<file path="src/rtl/mac_reg_bank.sv">
// DEPTH x WIDTH operand/tap register bank with load, shift, hold and clear. Reads have 1-cycle latency.
// Writes take effect on the next edge. There is no backpressure: every op and read is accepted each cycle.
module mac_reg_bank #(
    parameter int WIDTH = 8,
    parameter int DEPTH = 4,
    parameter int AW    = $clog2(DEPTH)
) (
    input  logic             clk,
    input  logic             reset,
    input  logic             clr,
    input  logic             ld,
    input  logic             shift,
    input  logic [AW-1:0]    wr_addr,
    input  logic [WIDTH-1:0] d_in,
    input  logic             rd_en,
    input  logic [AW-1:0]    rd_addr,
    output logic [WIDTH-1:0] q_out,
    output logic             q_ack,
    output logic             q_valid,
    output logic [DEPTH-1:0] valid_mask,
    output logic [AW:0]      count,
    output logic             full,
    output logic             cmd_err
);
    localparam logic [AW:0] DEPTH_W = (AW+1)'(DEPTH);

    logic [WIDTH-1:0] entry [DEPTH];
    logic             wr_ok;
    logic             rd_ok;

    assign wr_ok = {1'b0, wr_addr} < DEPTH_W;
    assign rd_ok = {1'b0, rd_addr} < DEPTH_W;

    always_ff @(posedge clk or posedge reset) begin
        if (reset) begin
            for (int i = 0; i < DEPTH; i++) entry[i] <= '0;
            valid_mask <= '0;
        end else if (clr) begin
            for (int i = 0; i < DEPTH; i++) entry[i] <= '0;
            valid_mask <= '0;
        end else if (shift) begin
            entry[0] <= d_in;
            for (int i = 1; i < DEPTH; i++) entry[i] <= entry[i-1];
            valid_mask <= {valid_mask[DEPTH-2:0], 1'b1};
        end else if (ld && wr_ok) begin
            entry[wr_addr]      <= d_in;
            valid_mask[wr_addr] <= 1'b1;
        end
    end

    // Shift wins over a colliding load; clr silently swallows both without flagging.
    always_ff @(posedge clk or posedge reset) begin
        if (reset) cmd_err <= 1'b0;
        else       cmd_err <= !clr && ld && (shift || !wr_ok);
    end

    // Read samples the pre-edge contents, so same-cycle writes are not visible.
    always_ff @(posedge clk or posedge reset) begin
        if (reset) begin
            q_out   <= '0;
            q_valid <= 1'b0;
            q_ack   <= 1'b0;
        end else begin
            q_ack <= rd_en;
            if (rd_en) begin
                if (rd_ok) begin
                    q_out   <= entry[rd_addr];
                    q_valid <= valid_mask[rd_addr];
                end else begin
                    q_out   <= '0;
                    q_valid <= 1'b0;
                end
            end
        end
    end

    always_comb begin
        count = '0;
        for (int i = 0; i < DEPTH; i++) count = count + (AW+1)'(valid_mask[i]);
    end

    assign full = &valid_mask;

endmodule
</file>
<file path="config.mk">
export PLATFORM = sky130hd
export DESIGN_NAME = mac_reg_bank
export DESIGN_NICKNAME = d
export VERILOG_FILES = /design/src/rtl/mac_reg_bank.sv
export SDC_FILE = /design/constraint.sdc
export NUM_CORES = 1
export LEC_CHECK = 0
export CORE_AREA = 2 2 90 113
export DETAILED_ROUTE_END_ITERATION = 8
export DIE_AREA = 0 0 92 115
export PLACE_DENSITY = 0.41
export SLEW_MARGIN = 30
export SYNTH_ARGS = -nofsm -noshare
export SYNTH_HDL_FRONTEND = slang
export SYNTH_SLANG_ARGS = --single-unit
</file>
<file path="constraint.sdc">
create_clock -name clk -period 2.05 [get_ports clk]
set_input_delay 0.41 -clock clk [delete_from_list [all_inputs] [get_ports clk]]
set_output_delay 0.41 -clock clk [all_outputs]
set_load 0.02 [all_outputs]
</file>
# Word-level counts from Yosys, hierarchy flattened
# Cells that the tools add are included.
[op_classes]
add_sub_neg = 3
order_cmp = 6
muxes = 16
bitwise_logic = 3
reduce_logical = 7
[ops]
columns = ["operator", "count"]
rows = [
  ["$mux W32", 3],
  ["$bwmux W32", 1],
  ["$mux W8", 3],
  ["$bmux W8 S2", 1],
  ["$demux W8 S2", 1],
  ["$mux W4", 3],
  ["$ge A3 B3 Y1 const B", 2],
  ["$lt A2 B3 Y1 const B", 2],
  ["$not A2 Y3", 2],
  ["$logic_and A1 B1 Y1", 4],
  ["$or A4 B4 Y4", 1],
  ["$reduce_and A4 Y1", 1],
  ["$add A2 B1 Y3", 1],
  ["$add A3 B1 Y3", 1],
  ["$lt A3 B1 Y1 const B", 1],
  ["$reduce_bool A3 Y1", 1],
  ["$add A1 B1 Y2", 1],
  ["$bmux W1 S2", 1],
  ["$demux W1 S2", 1],
  ["$ge A2 B1 Y1 const B", 1],
  ["$mux W1", 2],
  ["$logic_not A1 Y1", 1],
]
[word_totals]
ff_bits = 47
in_bits = 18

# Depth between registers and ports, before layout
[logic_depth]
word_depth = 9
ltp_mapped = 5

# Worst setup path before layout
# Ideal clock, no wire load.
[synth_timing]
path_kind = "register to output"
startpoint = "register valid_mask[0]"
endpoint = "output port count[1]"
t_arrival_ns = 1.684
slack_ns = -0.044
stages_incl_launch_ff = 6
n_path_buf = 0
cell_sequence = "dfrtp_1 -> inv_1 -> fa_1 -> inv_1 -> ha_1 -> ha_1"
[synth_between]
elab_chain_cells = 3
[synth_rtl]
columns = ["element", "line_no", "rtl"]
rows = [
  ["start: declaration", "20", "output logic [DEPTH-1:0] valid_mask,"],
  ["start signal: assignment", "44", "valid_mask <= {valid_mask[DEPTH-2:0], 1'b1};"],
  ["$add A1 B1 Y2", "79", "for (int i = 0; i < DEPTH; i++) count = count + (AW+1)'(valid_mask[i]);"],
  ["$add A2 B1 Y3", "79", ""],
  ["$add A3 B1 Y3", "79", ""],
  ["end: declaration", "21", "output logic [AW:0] count,"],
]
# No other way between the ends.

# Worst setup path in the final report
[layout_timing]
startpoint = "register valid_mask[3]"
endpoint = "output port count[1]"
[layout_between]
elab_chain_cells = 1
[layout_rtl]
columns = ["element", "line_no"]
rows = [
  ["$add A3 B1 Y3", "79"],
]
# No other way between the ends.

==> out/qor.txt <==
Status - finished with violations
Failing checks - negative setup slack
Fin. max-slew vios - 0
Syn_nets - 242
VDD IR-drop max - 0.2841 mV
Total power - 2.575 mW
Via-per-instance ratio - 4.751
Gate Count Post-Synth - 220
Clock Latency Late Sink - 0.30 ns
Die ar. - 10580 µm²
Worst slew pin tran - 0.5482 ns
Final Cycle Share - 108.3%
Min cycle time layout - 2.221 ns
Vias in the first global route - 1936
M2 GR Usage - 21.81%
CTS Buffer Depth - 2
Cell Rows - 40
Clk_skew - 0.006031 ns
Post-synth EDFFs - 0
CORE AREA - 9509 µm²
Detailed Route Iter0 Violations - 112
CTS Hold Bufs - 0
Worst setup SP type - flip-flop
Largest net degree at the start of global routing - 37
Simple-gate share of the synthesized area - 13.58%
CTS tree - built
Xor/xnor share of the synthesized area - 0%
I/O pin count - 37
Syn Std Cell Area - 2405 µm²
Unrepaired setup endpoints after global routing - true
First-pass GRT wire length - 11090 µm
Synth warn - 0
Achievable Freq - 450.3 MHz
DRC viols - 0
Synth Flop Type - dfrtp_1
PwrDens - 776.3 nW/µm²
Kind of critical path - flip-flop to output port
Antenna Cells - 0
Die W - 92 µm
Placed inst area - 3100 µm²
Post-DRT Antenna Nets - 0
GR Layer Usage met1 - 18.98%
Seq cells post-synth - 47
Multi-input logic area - 1076 µm²
Clock-pin transition on the worst setup and hold timing paths - 0.07 ns
Syn_area_per_cell - 10.93 µm²
Fillers - 968
Initial core utilization - 25.29%
# port buffers - 36
Slew margin rel. - 63.45%
GR peak layer - met2
Die height - 115 µm
Hold crit path type - input port to asynchronous set/reset pin
Req. time, crit path - 1.64 ns
Placer Congestion - 0.7671
Final net count - 296
Crit Path Max Fanout - 2
CP endpoint kind - output port
Max_cap viols - 0
H-Tree Depth - 2
Fin. Hold Viols - 0
Finished layout cell area - 3317 µm²
Largest family of logic cells by synthesized area - compound AO/OA/AOI/OAI gates
Synth Area in Adders - 2.393%
Initial antenna violation count - 0
Synth top area cells - dfrtp_1 49%, mux4_2 8.4%, nor3_1 6.7%, a2111oi_0 5.8%, mux2_2 4.2%
Area share of the largest cell type after synthesis - 48.91%
Clock sinks - 47
Compound-cell area share of the yosys netlist - 15.09%
Synth cell types - 28
Clock root buffer - clkbuf_16
Most common cell after layout, fill and taps aside - dfrtp_1
Vias - 1905
Overflow after GRT - 0
Async set-reset flop share out of synthesis - 100.0%
Post-route setup slack - -0.1708 ns
HPWL Detailed - 4542 µm
Setup bufs post-CTS - 0
Routed length per instance - 16.99 µm
Fraction of layout cells with a size suffix above 1 - 25.45%
Register area - 1179 µm²
Cts bufs inserted - 5
Tot GR Track Use - 13.85%
Final wirelength - 6812 µm
Seq/Total Area, Yosys - 48.91%
WP data arrival - 1.81 ns
Drt first pass iters - 4
Leak - 1.402 nW
Commonest cells after routing, fill and taps aside - 45 x dfrtp_1, 32 x nor3_1, 31 x clkdlybuf4s50_1, 25 x buf_4, 19 x inv_1
Layout area overhead - 37.93%
Post-synthesis mux area share - 12.64%
GR Util met3 - 2.490%
Area leader, netlist - dfrtp_1
Final setup fails - 3
[final timing paths]
path | startpoint | end | slack, ns | cells past startpoint
worst min-delay path | reset | q_out[1]$_DFFE_PP0P_ | 0.38 | 2
max in group asynchronous | reset | entry[18]$_DFFE_PP0P_ | 1.16 | 3
worst min register to register | entry[6]$_DFFE_PP0P_ | entry[6]$_DFFE_PP0P_ | 0.49 | 2
worst max-delay path | valid_mask[3]$_DFFE_PP0P_ | count[1] | -0.17 | 6
min in group clk | entry[6]$_DFFE_PP0P_ | entry[6]$_DFFE_PP0P_ | 0.49 | 2
worst max register to register | valid_mask[2]$_DFFE_PP0P_ | q_valid$_DFFE_PP0P_ | 0.64 | 3
[where the power goes]
part,internal (mW),leakage (nW),total [mW],switching (mW)
clock network,0.700,0.0911,1.07,0.367
logic,0.239,0.690,0.474,0.235
registers,0.992,0.621,1.03,0.0408
total,1.93,1.40,2.57,0.643
[flip-flops by register name (all words and copies together) (netlist names)]
signal	flops
valid_mask	4
entry	32
q_out	8
q_valid	1
cmd_err	1
q_ack	1
[critical path, cell delays in order (launching register included)]
cell	delay (ns)
dfrtp_1	0.36
inv_2	0.04
fa_1	0.55
inv_2	0.05
ha_4	0.16
ha_4	0.25
buf_6	0.10
[cell families (layout without fill, tap and decap cells)]
kind of cell | Yosys count | in the layout
muxes | 18 | 18
AOI/OAI and AO/OA | 48 | 48
and+or+nand+nor | 61 | 61
DFF | 47 | 47
buffers and inverters | 42 | 97
adders and majority gates | 4 | 4
[through the flow]
step	hold WS [ns]	util, %	setup TNS [ns]	worst slack, ns	instances
4_1_cts	0.3928	34.88	-0.2980	-0.1767	401
2_1_floorplan	0.4414	-	0	0.02987	220
3_3_place_gp	0.4760	32.61	-0.8595	-0.3593	393
3_5_place_dp	0.4797	32.61	-0.9933	-0.3784	393
6_report	0.3820	34.88	-0.2790	-0.1708	401
5_1_grt	0.4007	34.88	-0.4505	-0.2295	401
[what timing repair did]
action / in CTS / in global routing
pin swaps: 2 / 0
setup endpoints to repair: 4 / 3
endpoints found under the hold margin: 0 / 0
resized for setup: 26 / 0
[cell type report]
class / instances / area share [%]
multi-input combinational: 131 / 32.44
clock buffer: 6 / 3.885
clock inverter: 2 / 1.811
tap: 126 / 4.753
sequential: 47 / 35.53
timing repair buffer: 65 / 18.86
inverter: 24 / 2.716
[Yosys cell counts (all sizes together) (2+ instances only)]
master	count
and3	4
nor2	2
inv	24
mux4	9
a2111oi	16
buf	12
a21oi	2
and3b	2
ha	3
a22o	8
nand2	9
a31oi	9
clkbuf	6
nor3	32
nand3b	2
mux2	9
dfrtp	47
a221oi	2
and2	9
o21ai	10
[metal layers]
layer  up-vias  wire (µm)
met3         8        187
met1       945       3355
li1        920          -
met2        32       3144
met4         0        124
met5         -          0
No activity file was read; power rests on OpenSTA's default activity.
